**src/rtl/usbh_pkg.sv**
```systemverilog
// Shared constants and types for the USB host transmit data path:
// DATA PIDs, CRC16 parameters and the packetizer state encoding.
package usbh_pkg;

  localparam logic [7:0]  PID_DATA0       = 8'hC3;
  localparam logic [7:0]  PID_DATA1       = 8'h4B;
  localparam logic [15:0] CRC16_INIT      = 16'hFFFF;
  localparam logic [15:0] CRC16_POLY_REFL = 16'hA001;

  typedef enum logic [2:0] {
    TX_IDLE   = 3'd0,
    TX_PID    = 3'd1,
    TX_DATA   = 3'd2,
    TX_CRC_LO = 3'd3,
    TX_CRC_HI = 3'd4
  } tx_state_e;

endpackage

```
**src/rtl/usbh_crc16.sv**
```systemverilog
// Combinational USB CRC16 byte update (x^16+x^15+x^2+1, reflected,
// LSB-first). Only present when USBH_TX_DATA_CRC_EN is defined; the
// other build leaves CRC generation to the SIE.
`ifdef USBH_TX_DATA_CRC_EN
import usbh_pkg::*;

module usbh_crc16 (
  input  logic [15:0] crc_i,
  input  logic [7:0]  data_i,
  output logic [15:0] crc_o
);

  // Fold the byte into the low bits, then shift out eight bits LSB-first.
  always_comb begin
    logic [15:0] c;
    c = crc_i ^ {8'h00, data_i};
    for (int i = 0; i < 8; i++) begin
      c = c[0] ? ((c >> 1) ^ CRC16_POLY_REFL) : (c >> 1);
    end
    crc_o = c;
  end

endmodule
`endif

```
**src/rtl/usbh_tx_data.sv**
```systemverilog
// USB full-speed host transmit data packetizer. Sends PID, payload bytes
// drained from a first-word-fall-through FIFO, and (optionally) CRC16 as
// a UTMI-style byte stream.
//
// Build option USBH_TX_DATA_CRC_EN: when defined, CRC_LO/CRC_HI states and
// the CRC16 generator are included; otherwise the packet ends after the
// last payload byte (or after the PID for a zero-length packet).
//
// Handshake: a byte moves when utmi_txvalid_o & utmi_txready_i are both
// high at a rising clk_i; while txvalid is high and txready low the byte
// and txvalid hold, except on FIFO underrun where txvalid drops and the
// packet aborts. fifo_pop_o is asserted exactly on accepted payload bytes.
import usbh_pkg::*;

module usbh_tx_data #(
  parameter int LEN_W = 10
) (
  input  logic             clk_i,
  input  logic             rst_ni,
  input  logic             start_i,
  input  logic             data1_i,
  input  logic [LEN_W-1:0] len_i,
  input  logic [7:0]       fifo_data_i,
  input  logic             fifo_empty_i,
  output logic             fifo_pop_o,
  output logic             fifo_flush_o,
  output logic [7:0]       utmi_data_o,
  output logic             utmi_txvalid_o,
  input  logic             utmi_txready_i,
  output logic             busy_o,
  output logic             done_o,
  output logic             underrun_o,
  output logic [2:0]       dbg_state_o
);

  tx_state_e        state_q, state_d;
  logic [LEN_W-1:0] rem_q, rem_d;
  logic             data1_q, data1_d;
  logic             done_q, done_d;

`ifdef USBH_TX_DATA_CRC_EN
  logic [15:0]      crc_q, crc_d, crc_upd;

  usbh_crc16 u_crc16 (
    .crc_i  (crc_q),
    .data_i (fifo_data_i),
    .crc_o  (crc_upd)
  );
`endif

  // Next-state and stream outputs. All outputs except done_o decode from
  // the current state, so an asynchronous reset clears them at once.
  always_comb begin
    state_d        = state_q;
    rem_d          = rem_q;
    data1_d        = data1_q;
    done_d         = 1'b0;
`ifdef USBH_TX_DATA_CRC_EN
    crc_d          = crc_q;
`endif
    utmi_txvalid_o = 1'b0;
    utmi_data_o    = 8'h00;
    fifo_pop_o     = 1'b0;
    fifo_flush_o   = 1'b0;
    underrun_o     = 1'b0;

    case (state_q)
      TX_IDLE: begin
        if (start_i) begin
          rem_d   = len_i;
          data1_d = data1_i;
`ifdef USBH_TX_DATA_CRC_EN
          crc_d   = CRC16_INIT;
`endif
          state_d = TX_PID;
        end
      end

      TX_PID: begin
        utmi_txvalid_o = 1'b1;
        utmi_data_o    = data1_q ? PID_DATA1 : PID_DATA0;
        if (utmi_txready_i) begin
          if (rem_q != '0) begin
            state_d = TX_DATA;
          end else begin
`ifdef USBH_TX_DATA_CRC_EN
            state_d = TX_CRC_LO;
`else
            state_d = TX_IDLE;
            done_d  = 1'b1;
`endif
          end
        end
      end

      TX_DATA: begin
        if (fifo_empty_i) begin
          // Starved mid-payload: abort, flush whatever is left upstream.
          underrun_o   = 1'b1;
          fifo_flush_o = 1'b1;
          state_d      = TX_IDLE;
        end else begin
          utmi_txvalid_o = 1'b1;
          utmi_data_o    = fifo_data_i;
          if (utmi_txready_i) begin
            fifo_pop_o = 1'b1;
`ifdef USBH_TX_DATA_CRC_EN
            crc_d      = crc_upd;
`endif
            if (rem_q != '0) begin
              rem_d = rem_q - 1'b1;
            end
            if (rem_q == LEN_W'(1)) begin
`ifdef USBH_TX_DATA_CRC_EN
              state_d = TX_CRC_LO;
`else
              state_d = TX_IDLE;
              done_d  = 1'b1;
`endif
            end
          end
        end
      end

`ifdef USBH_TX_DATA_CRC_EN
      TX_CRC_LO: begin
        utmi_txvalid_o = 1'b1;
        utmi_data_o    = ~crc_q[7:0];
        if (utmi_txready_i) begin
          state_d = TX_CRC_HI;
        end
      end

      TX_CRC_HI: begin
        utmi_txvalid_o = 1'b1;
        utmi_data_o    = ~crc_q[15:8];
        if (utmi_txready_i) begin
          state_d = TX_IDLE;
          done_d  = 1'b1;
        end
      end
`endif

      default: begin
        state_d = TX_IDLE;
      end
    endcase
  end

  // State, counter, PID select, CRC and done pulse registers.
  always_ff @(posedge clk_i or negedge rst_ni) begin
    if (!rst_ni) begin
      state_q <= TX_IDLE;
      rem_q   <= '0;
      data1_q <= 1'b0;
      done_q  <= 1'b0;
`ifdef USBH_TX_DATA_CRC_EN
      crc_q   <= CRC16_INIT;
`endif
    end else begin
      state_q <= state_d;
      rem_q   <= rem_d;
      data1_q <= data1_d;
      done_q  <= done_d;
`ifdef USBH_TX_DATA_CRC_EN
      crc_q   <= crc_d;
`endif
    end
  end

  assign busy_o      = (state_q != TX_IDLE);
  assign done_o      = done_q;
  assign dbg_state_o = state_q;

endmodule

```
**config.mk**
```make
export PLATFORM = sky130hd
export DESIGN_NAME = usbh_tx_data
export DESIGN_NICKNAME = d
export VERILOG_FILES = /design/src/rtl/usbh_pkg.sv /design/src/rtl/usbh_crc16.sv /design/src/rtl/usbh_tx_data.sv
export SDC_FILE = /design/constraint.sdc
export NUM_CORES = 1
export LEC_CHECK = 0
export ABC_AREA = 0
export CORE_ASPECT_RATIO = 0.75
export CORE_MARGIN = 2
export CORE_UTILIZATION = 44
export CTS_CLUSTER_SIZE = 10
export DETAILED_ROUTE_END_ITERATION = 8
export GPL_TIMING_DRIVEN = 0
export PLACE_DENSITY = 0.76
export SLEW_MARGIN = 20
export SYNTH_ARGS = -nofsm -noshare
export SYNTH_HDL_FRONTEND = slang
export SYNTH_SLANG_ARGS = --single-unit
```
**constraint.sdc**
```tcl
create_clock -name clk_i -period 2.6 [get_ports clk_i]
set_clock_uncertainty 0.15 [all_clocks]
set_input_delay 0.52 -clock clk_i [delete_from_list [all_inputs] [get_ports clk_i]]
set_output_delay 0.52 -clock clk_i [all_outputs]
set_load 0.01 [all_outputs]
```
# After elaboration in Yosys (flattened, before gate mapping)
# Index checks and enable logic that the tools add are counted.
[word_totals]
register_bits = 15
latch_bits = 0
ram_bits = 0
rom_bits = 0
input_bits = 24
out_inout_bits = 17
elab_cells = 50
memories = 0
[op_classes]
add_sub_neg = 1
n_mul = 0
n_div = 0
n_lt_le_gt_ge = 0
eq_ne = 10
shifts = 0
muxes = 28
n_bitwise = 0
reduce_logical = 7
[ops]
columns = ["operator", "count"]
rows = [
  ["10-bit 2-to-1 mux", 4],
  ["10-bit case mux with 2 select lines", 1],
  ["8-bit 2-to-1 mux", 2],
  ["8-bit case mux with 2 select lines", 1],
  ["3-bit 2-to-1 mux", 5],
  ["1-bit 2-to-1 mux", 11],
  ["10-bit by 1-bit equality test with 1-bit output (second input constant)", 1],
  ["2-bit inequality test (second input constant)", 5],
  ["10-bit nonzero test", 1],
  ["10-bit by 1-bit subtractor with 10-bit output (second input constant)", 1],
  ["3-bit case mux with 3 select lines", 1],
  ["3-bit inequality test (second input constant)", 2],
  ["5-bit AND reduction", 1],
  ["1-bit case mux with 2 select lines", 2],
  ["4-bit AND reduction", 1],
  ["3-bit by 1-bit equality test with 1-bit output (second input constant)", 1],
  ["3-bit by 2-bit equality test with 1-bit output (second input constant)", 1],
  ["3-bit zero test", 1],
  ["3-bit nonzero test", 1],
  ["2-bit 2-to-1 mux", 1],
  ["2-bit AND reduction", 1],
  ["2-bit nonzero test", 1],
]

# Longest topological paths before layout
# Gate-level depths: netlist of the first run.
[depth]
ltp_word = 5
ltp_mapped = 8
ltp_nobuf = 6

# Worst setup path before layout of the first run
# No wires, ideal clock.
[synth_timing]
path_kind = "flip-flop to output port"
from = "register state_q[0], in the netlist dbg_state_o[0]"
to = "output utmi_data_o[7]"
arrival_ns = 1.508
required_time_ns = 1.930
setup_slack_ns = 0.422
path_stages_with_launch = 9
path_buffers = 2
cell_sequence = "dfrtp_1 inv_1 ha_1 buf_2 nor2b_1 clkbuf_1 nand2_1 o21ai_0 and2_1"
[synth_via]
elab_chain_len = 2
elab_cells_between_ends = 3
classes_between = "eq/ne: 2; mux: 1"
[synth_lines]
columns = ["element", "line", "source"]
rows = [
  ["from (decl)", "usbh_tx_data.sv:36", "tx_state_e state_q, state_d;"],
  ["from (signal assigned)", "usbh_tx_data.sv:161", "state_q <= state_d;"],
  ["3-bit by 2-bit equality test with 1-bit output / 3-bit by 1-bit equality test with 1-bit output (equally long branches)", "usbh_tx_data.sv:67", "case (state_q)"],
  ["8-bit case mux with 2 select lines *", "usbh_tx_data.sv:67", ""],
  ["to (decl)", "usbh_tx_data.sv:27", "output logic [7:0] utmi_data_o,"],
]
# Every way passes the cells marked *; elsewhere a longest branch is shown, timed or not.

# Worst setup path in the final report of the first run
[layout_timing]
from = "register state_q[0], in the netlist dbg_state_o[0]"
to = "output utmi_data_o[6]"
# Same word-level chain as after synthesis.

==> results of run 1 <==
==> stage by stage <==
stage                     hold WS [ns]  power [uW]  instance area, sq um
after floorplan                 0.0744        1070                  1090
final                            0.398        1700                  1630
after global placement           0.351        1410                  1520
after global routing             0.407        1830                  1630
after detailed placement         0.372        1450                  1520
after CTS                        0.393        1640                  1600
==> layer usage <==
| layer | up-vias | global-route usage | routed length [um] |
|---|---|---|---|
| met4 | 0 | 0.0468 | 46 |
| met5 | - | 0 | 0 |
| li1 | 584 | - | - |
| met3 | 6 | 0.0523 | 225 |
| met1 | 566 | 0.364 | 1490 |
| met2 | 44 | 0.364 | 1530 |
==> synthesized netlist by cell type (all sizes together) (2+ instances only) <==
cell type / n / share of area
nor4: 5 / 0.043
buf: 4 / 0.023
nor3: 2 / 0.020
a22oi: 2 / 0.014
a21oi: 13 / 0.060
and2: 3 / 0.017
mux2: 2 / 0.021
inv: 8 / 0.028
clkbuf: 6 / 0.021
nor2b: 6 / 0.035
nand2: 11 / 0.038
nand3: 2 / 0.0092
o2bb2ai: 5 / 0.040
nor2: 5 / 0.017
and3: 3 / 0.017
ha: 5 / 0.058
or4: 2 / 0.014
nand4: 2 / 0.012
nand3b: 2 / 0.014
o22ai: 2 / 0.012
o21ai: 10 / 0.046
or3: 2 / 0.012
a31oi: 3 / 0.017
dfrtp: 14 / 0.32
nand2b: 3 / 0.017
==> cells by family after synthesis <==
| kind of cell | count (synthesis) | synth area share |
|---|---|---|
| AO/OA/AOI/OAI | 41 | 0.237 |
| adder cells (fa/ha/maj) | 5 | 0.0576 |
| buffers and inverters | 18 | 0.0714 |
| flip-flops | 14 | 0.323 |
| multiplexers | 2 | 0.0207 |
| other | 1 | 0.00345 |
| AND/OR/NAND/NOR | 51 | 0.287 |
==> state kept, by name, indices dropped and copies added, names as in the netlist <==
name         count
done_o           1
data1_q          1
rem_q           10
dbg_state_o      2
==> how the worst max path moves through the flow <==
| stage | startpoint | endpoint | slack (ns) | cells after the start |
|---|---|---|---|---|
| 6_report | dbg_state_o[0] | utmi_data_o[6] | 0.08 | 10 |
| 5_1_grt | dbg_state_o[0] | utmi_data_o[0] | -0.002 | 10 |
| 4_1_cts | dbg_state_o[1] | utmi_data_o[1] | 0.02 | 8 |
| 3_5_place_dp | fifo_empty_i | utmi_data_o[7] | -0.35 | 7 |
| 3_3_place_gp | fifo_empty_i | utmi_data_o[7] | -0.31 | 7 |
| 2_1_floorplan | dbg_state_o[0] | utmi_data_o[7] | 0.42 | 8 |
==> worst reg2reg max path, stage by stage (launching register included) <==
cell and delay (ns):
dfrtp_1 0.39, buf_4 0.14, inv_1 0.06, ha_1 0.22, nand2b_1 0.08, a21oi_1 0.27, clkbuf_1 0.38, o21ai_0 0.17
o2bb2ai_1 0.16
==> final cells by class <==
type                       instances  area [sq um]  area share
multi-input combinational        100           676       0.414
timing repair buffer              48           428       0.262
sequential                        14           350       0.215
buffer                            10          67.6      0.0414
tap                               34          42.5      0.0261
clock buffer                       4          36.3      0.0223
inverter                           8          30.0      0.0184
==> power by group <==
group          switching (uW)  internal (uW)
Sequential                114            320
Clock                    78.6           85.4
Combinational             593            510
Total                     786            915
==> repair_timing <==
item	4_1_cts	5_1_grt
pin swaps	1	0
setup buffers	5	4
endpoints found under the setup margin	11	5
hold endpoints to repair	0	0
gates resized for setup	32	6
==> run_results.csv, run 1 <==
group,metric,value,unit
die,die_x,61.4,um
cts,cts.path.max_buffers,2,
cells_and_area,fill_cells,202,
cells_and_area,final_common_cell,"clkdlybuf4s50_1",
sta,finalWorstSetupSlack,0.0778,ns
worst_setup_path,rr_worst_depth,8,
die,die_area,0.00289,sq mm
placement,dp_cells,205,
worst_setup_path,crit_slowest_cell,"dfrtp_1",
worst_setup_path,worstPathCellList,"inv_2 -> ha_2 -> buf_6 -> nor2b_4 -> buf_4 -> buf_4 -> buf_4 -> a21oi_2 -> nor2b_1 -> buf_2",
worst_setup_path,cp_top_family,"buffers and inverters",
power,vdd_ir_drop_max,0.538,mV
worst_setup_path,crit_buf_inv,6,
worst_hold_path,hp-class,"reg2reg",
die,die_y,47.0,um
status,status,"finished, final reports clean",
cells_and_area,final_cell_mix,"clkdlybuf4s50_1, dfrtp_1, buf_4, nand2_1, a21oi_1",
routing,drc,0,
routing,first_iter_violations,48,
cts,numCtsBuffers,3,
grt,antenna_found_initial,0,
grt,groute.usage.overall,0.243,
logic_synthesis,async_flop_share,1.00,
sta,slew_headroom,0.560,
worst_setup_path,crit-reg2reg-launch,"dbg_state_o[1]",
sta,tns,0,ns
logic_synthesis,synth_seq_cells,14,
placement,pre_cts_ws,-0.354,ns
worst_setup_path,max_stage_delay,0.38,ns
worst_hold_path,min_to,"data1_q",
logic_synthesis,yosysUniqueCellTypes,38,
power,powerDensity,1040,mW/mm^2
grt,grt-ovfl-total,0,
cts,htree_levels,1,
die,rows,15,
logic_synthesis,synth_nets,161,
worst_hold_path,hold_depth,1,
power,power.leakage,0.000699,uW
cells_and_area,finalNonFillerCells,218,
sta,max_slew.worst_pin.slew,0.658,ns
placement,place_hpwl,2460,um
cells_and_area,nets,214,
die,start_util,0.467,
cts,clkTransAtPathRegs,0.09,ns
cts,hold_buffers,0,
logic_synthesis,synthesis.area,0.00109,sq mm
worst_setup_path,cp-start-kind,"flip-flop",
sta,finalCriticalPeriod,2.52,ns
grt,grt_max_degree,15,
worst_setup_path,timing.reg2reg.setup_slack,0.47,ns
logic_synthesis,ys_seq_area_frac,0.323,
sta,fmax,396,MHz
worst_setup_path,arrival,1.85,ns
logic_synthesis,synth_area_per_cell,8.23,sq um
cts,cts_tree,"yes",
sta,finalHoldViolCount,0,
grt,first_global_vias,1079,
routing,first_pass_iters,5,
cts,insertion_delay,0.29,ns
cts,cts.sinks,14,
logic_synthesis,synth_cells,132,
logic_synthesis,synth_flop_cell,"dfrtp_1",
grt,grt_pass1_wl,5110,um
worst_setup_path,critPathRequiredTime,1.93,ns
routing,finalWirelength,3290,um
sta,setup_viol,0,
cells_and_area,antennaDiodeCount,0,
worst_setup_path,crit_top_cell,"buf_4",
routing,antenna_left,0,
die,pin_count,41,
worst_setup_path,critical_path.max_fanout,6,
worst_setup_path,path_class,"reg2out",
sta,post-route-period-util,0.970,
worst_setup_path,cp-end-kind,"output pin",
worst_setup_path,r2r-end,"rem_q[2]",
routing,drt-wirelength-per-cell,15.1,um
placement,place_congestion,0.868,
cts,root_buffer,"clkbuf_4",
cells_and_area,drive_gt1_frac,0.179,
worst_hold_path,min_from,"data1_q",
routing,vias,1200,
logic_synthesis,ys_warn_count,0,
run,drv_cap,0,
die,fp.coreArea,0.00233,sq mm
placement,port_buffers,39,
cells_and_area,area_growth,50.1,%
logic_synthesis,synth_edf_count,0,
cells_and_area,fin_util,0.701,
sta,drv_slew,0,
routing,avgViaCountPerCell,5.50,
No activity file was read; power rests on OpenSTA's default activity.
==> run 2: changes to the inputs <==
--- a/config.mk
+++ b/config.mk
@@ -9,6 +9,7 @@
 export CORE_ASPECT_RATIO = 0.75
 export CORE_MARGIN = 2
 export CORE_UTILIZATION = 44
+export CTS_CLUSTER_DIAMETER = 40
 export CTS_CLUSTER_SIZE = 10
 export DETAILED_ROUTE_END_ITERATION = 8
 export GPL_TIMING_DRIVEN = 0
==> results of run 2 <==
Same layout as run 1: the final DEF is identical, and so are final timing and power.
==> run 3: changes to the inputs <==
--- a/config.mk
+++ b/config.mk
@@ -5,10 +5,10 @@
 export SDC_FILE = /design/constraint.sdc
 export NUM_CORES = 1
 export LEC_CHECK = 0
-export ABC_AREA = 0
+export ABC_AREA = 1
 export CORE_ASPECT_RATIO = 0.75
 export CORE_MARGIN = 2
-export CORE_UTILIZATION = 44
+export CORE_UTILIZATION = 46
 export CTS_CLUSTER_DIAMETER = 40
 export CTS_CLUSTER_SIZE = 10
 export DETAILED_ROUTE_END_ITERATION = 8
==> run 3 against run 2 <==
Effect of this change: design area rose by 10%; clock power fell by 26%; global-route usage fell by 1.2 points; first-iteration DRC count rose by 63%; maximum frequency rose by 1.1%; core utilization fell by 0.58 points; combinational power rose by 23%; sequential power fell by 0.9%; power rose by 12%; largest cell class unchanged; largest power group unchanged.
==> run_results.csv, run 3 <==
group,metric,value,unit
worst_setup_path,worstPathCellList,"buf_4 -> ha_4 -> inv_2 -> nor2_4 -> nand2_1 -> inv_2 -> clkdlybuf4s50_1",
sta,max_slew.worst_pin.slew,0.660,ns
logic_synthesis,synth_seq_cells,14,
sta,setup_viol,0,
routing,vias,1315,
logic_synthesis,yosys.area.top_type,"dfrtp_1",
routing,first_pass_iters,4,
worst_setup_path,crit_slowest_cell,"clkdlybuf4s50_1",
cells_and_area,design_area,0.00179,sq mm
logic_synthesis,synthMuxAreaShare,0,
grt,grt-ovfl-total,0,
cts,htree_levels,1,
cts,numCtsBuffers,3,
logic_synthesis,synthTopCellsByCount,"nand2_1, inv_1, nor2_1, dfrtp_1, nand3_1",
logic_synthesis,synth_top_area_frac,0.283,
power,switching_share,0.517,
power,vdd_ir_drop_max,0.624,mV
placement,post_dp_cell_area,0.00167,sq mm
placement,place_congestion,0.932,
cts,cts.path.max_buffers,2,
routing,antenna_left,0,
placement,port_buffers,39,
power,comb_power_share,0.710,
sta,slew_headroom,0.559,
worst_setup_path,path_class,"reg2out",
worst_setup_path,cp-end-kind,"output pin",
die,start_util,0.479,
die,fp.coreArea,0.00258,sq mm
grt,antenna_found_initial,0,
worst_setup_path,critPathRequiredTime,1.93,ns
cts,clkTransAtPathRegs,0.08,ns
worst_setup_path,crit_top_cell,"inv_2",
run,drv_cap,0,
routing,avgViaCountPerCell,4.83,
cells_and_area,finalNonFillerCells,272,
sta,finalHoldViolCount,0,
sta,whs,0.362,ns
cells_and_area,final_cell_mix,"nand2_1, clkdlybuf4s50_1, inv_1, nor2_1",
power,clkPwrFrac,0.064,
status,status,"finished, final reports clean",
cts,cts.sinks,14,
routing,first_iter_violations,78,
grt,grt_max_degree,15,
cells_and_area,area_growth,45.1,%
cells_and_area,nets,267,
power,p_seq_frac,0.226,
placement,dp_cells,260,
grt,grt_pass1_wl,5800,um
sta,fmax,401,MHz
logic_synthesis,ys_warn_count,0,
cts,cts_tree,"yes",
logic_synthesis,synth_edf_count,0,
worst_setup_path,max_stage_delay,0.54,ns
die,die_y,48.9,um
logic_synthesis,synth_adder_area_share,0.0506,
sta,finalCriticalPeriod,2.50,ns
routing,drc,0,
sta,rsz0062_at_grt,"false",
cells_and_area,drive_gt1_frac,0.199,
logic_synthesis,ys_seq_area_frac,0.283,
power,powerDensity,1060,mW/mm^2
logic_synthesis,yosysMostFrequentCell,"nand2_1",
sta,drv_slew,0,
cells_and_area,antennaDiodeCount,0,
logic_synthesis,synth_flop_cell,"dfrtp_1",
worst_setup_path,cp-start-kind,"flip-flop",
die,die_area,0.00312,sq mm
die,rows,16,
power,power.leakage,0.00102,uW
cts,insertion_delay,0.28,ns
cells_and_area,final_common_cell,"nand2_1",
cts,root_buffer,"clkbuf_4",
logic_synthesis,synth_nets,214,
logic_synthesis,async_flop_share,1.00,
routing,drt-wirelength-per-cell,12.1,um
logic_synthesis,synth_area_per_cell,6.68,sq um
logic_synthesis,synth_top_family_by_area,"simple AND/OR/NAND/NOR gates",
placement,place_hpwl,2510,um
logic_synthesis,yosysUniqueCellTypes,27,
power,intPower,917,uW
power,power.switching,983,uW
grt,first_global_vias,1259,
routing,finalWirelength,3290,um
logic_synthesis,synth_simple_gate_area_frac,0.481,
logic_synthesis,synthesis.area,0.00124,sq mm
worst_hold_path,hp-class,"reg2reg",
sta,post-route-period-util,0.960,
logic_synthesis,synth_compound_area_frac,0.0789,
worst_setup_path,critical_path.max_fanout,5,
die,pin_count,41,
logic_synthesis,synth-xor-area-share,0,
cells_and_area,top_register,"rem_q",
logic_synthesis,synthTopCellsByArea,"dfrtp_1, nand2_1, inv_1",
grt,groute.usage.overall,0.231,
logic_synthesis,synth_cells,185,
die,die_x,63.9,um
worst_setup_path,arrival,1.83,ns
cells_and_area,largest_reg_flops,10,
==> run 3: cell count changes after synthesis, sizes merged, moves of 3 or more <==
cell and change:
nand2b -3, o2bb2ai -5, nor2 +17, nor4 -5
clkbuf -6, inv +17, and3 -3, nor2b -6
a21oi -12, nand2 +64, and2 -3, nand3 +15
==> run 3: worst max-delay path: cells and delay by family (launching register included) <==
family,cells,cell delay [ns]
simple gates,2,0.23
fa+ha+maj,1,0.15
buf+inv,4,0.80
flops,1,0.36
==> run 3: layout make-up <==
| cell class | count | area [sq um] |
|---|---|---|
| fillers | 217 | 788 |
| multi-input cells | 140 | 773 |
| repair buffers | 48 | 467 |
| flip-flops and latches | 14 | 350 |
| inverters | 26 | 97.6 |
| well taps | 36 | 45.0 |
| plain buffers | 5 | 38.8 |
| clock buffers | 3 | 22.5 |
==> run 3: worst paths after layout <==
kind                                      from             end  slack [ns]  depth (start not counted)
worst min-delay path                  rem_q[1]        rem_q[1]        0.36                          2
min in group asynchronous               rst_ni        rem_q[2]        0.49                          1
max in group asynchronous               rst_ni        rem_q[1]        1.39                          1
worst min register to register        rem_q[1]        rem_q[1]        0.36                          2
worst max-delay path            dbg_state_o[1]      fifo_pop_o        0.10                          7
worst max register to register  dbg_state_o[1]  dbg_state_o[0]        0.76                         10
==> run 3: power groups by stage <==
stage	sequential [uW]	combinational [uW]	clock, uW
floorplan	412	882	0
finish	430	1350	121
global placement	431	1230	0
detailed placement	436	1260	0
global route	445	1500	138
CTS	425	1330	125
==> run 3: cell families (layout without fill, tap and decap cells) <==
family          Yosys count  in the layout
simple gates            117            117
buf+inv                  31             82
flops                    14             14
other cells               1              1
fa+ha+maj                 5              5
compound gates           17             17
==> run 3: metrics by stage <==
step | setup TNS, ns | power, uW | worst slack [ns] | util
6_report | 0 | 1900 | 0.105 | 0.695
5_1_grt | 0 | 2090 | 0.00434 | 0.695
4_1_cts | 0 | 1880 | 0.00328 | 0.684
3_5_place_dp | -0.737 | 1700 | -0.177 | 0.647
3_3_place_gp | -0.488 | 1660 | -0.153 | 0.647
2_1_floorplan | 0 | 1290 | 0.511 | -
==> run 3: what timing repair did <==
item,CTS,global route
pin swaps,2,1
resized for setup,9,10
endpoints found under the setup margin,12,8
buffers inserted,8,1
hold buffers,0,0
==> run 3: per-layer routing <==
layer / global-route usage / wire (um) / vias to the layer above
met5: 0 / 0 / -
met4: 0.0109 / 9 / 0
met3: 0.0439 / 126 / 2
met2: 0.392 / 1610 / 20
met1: 0.320 / 1540 / 615
li1: - / - / 678
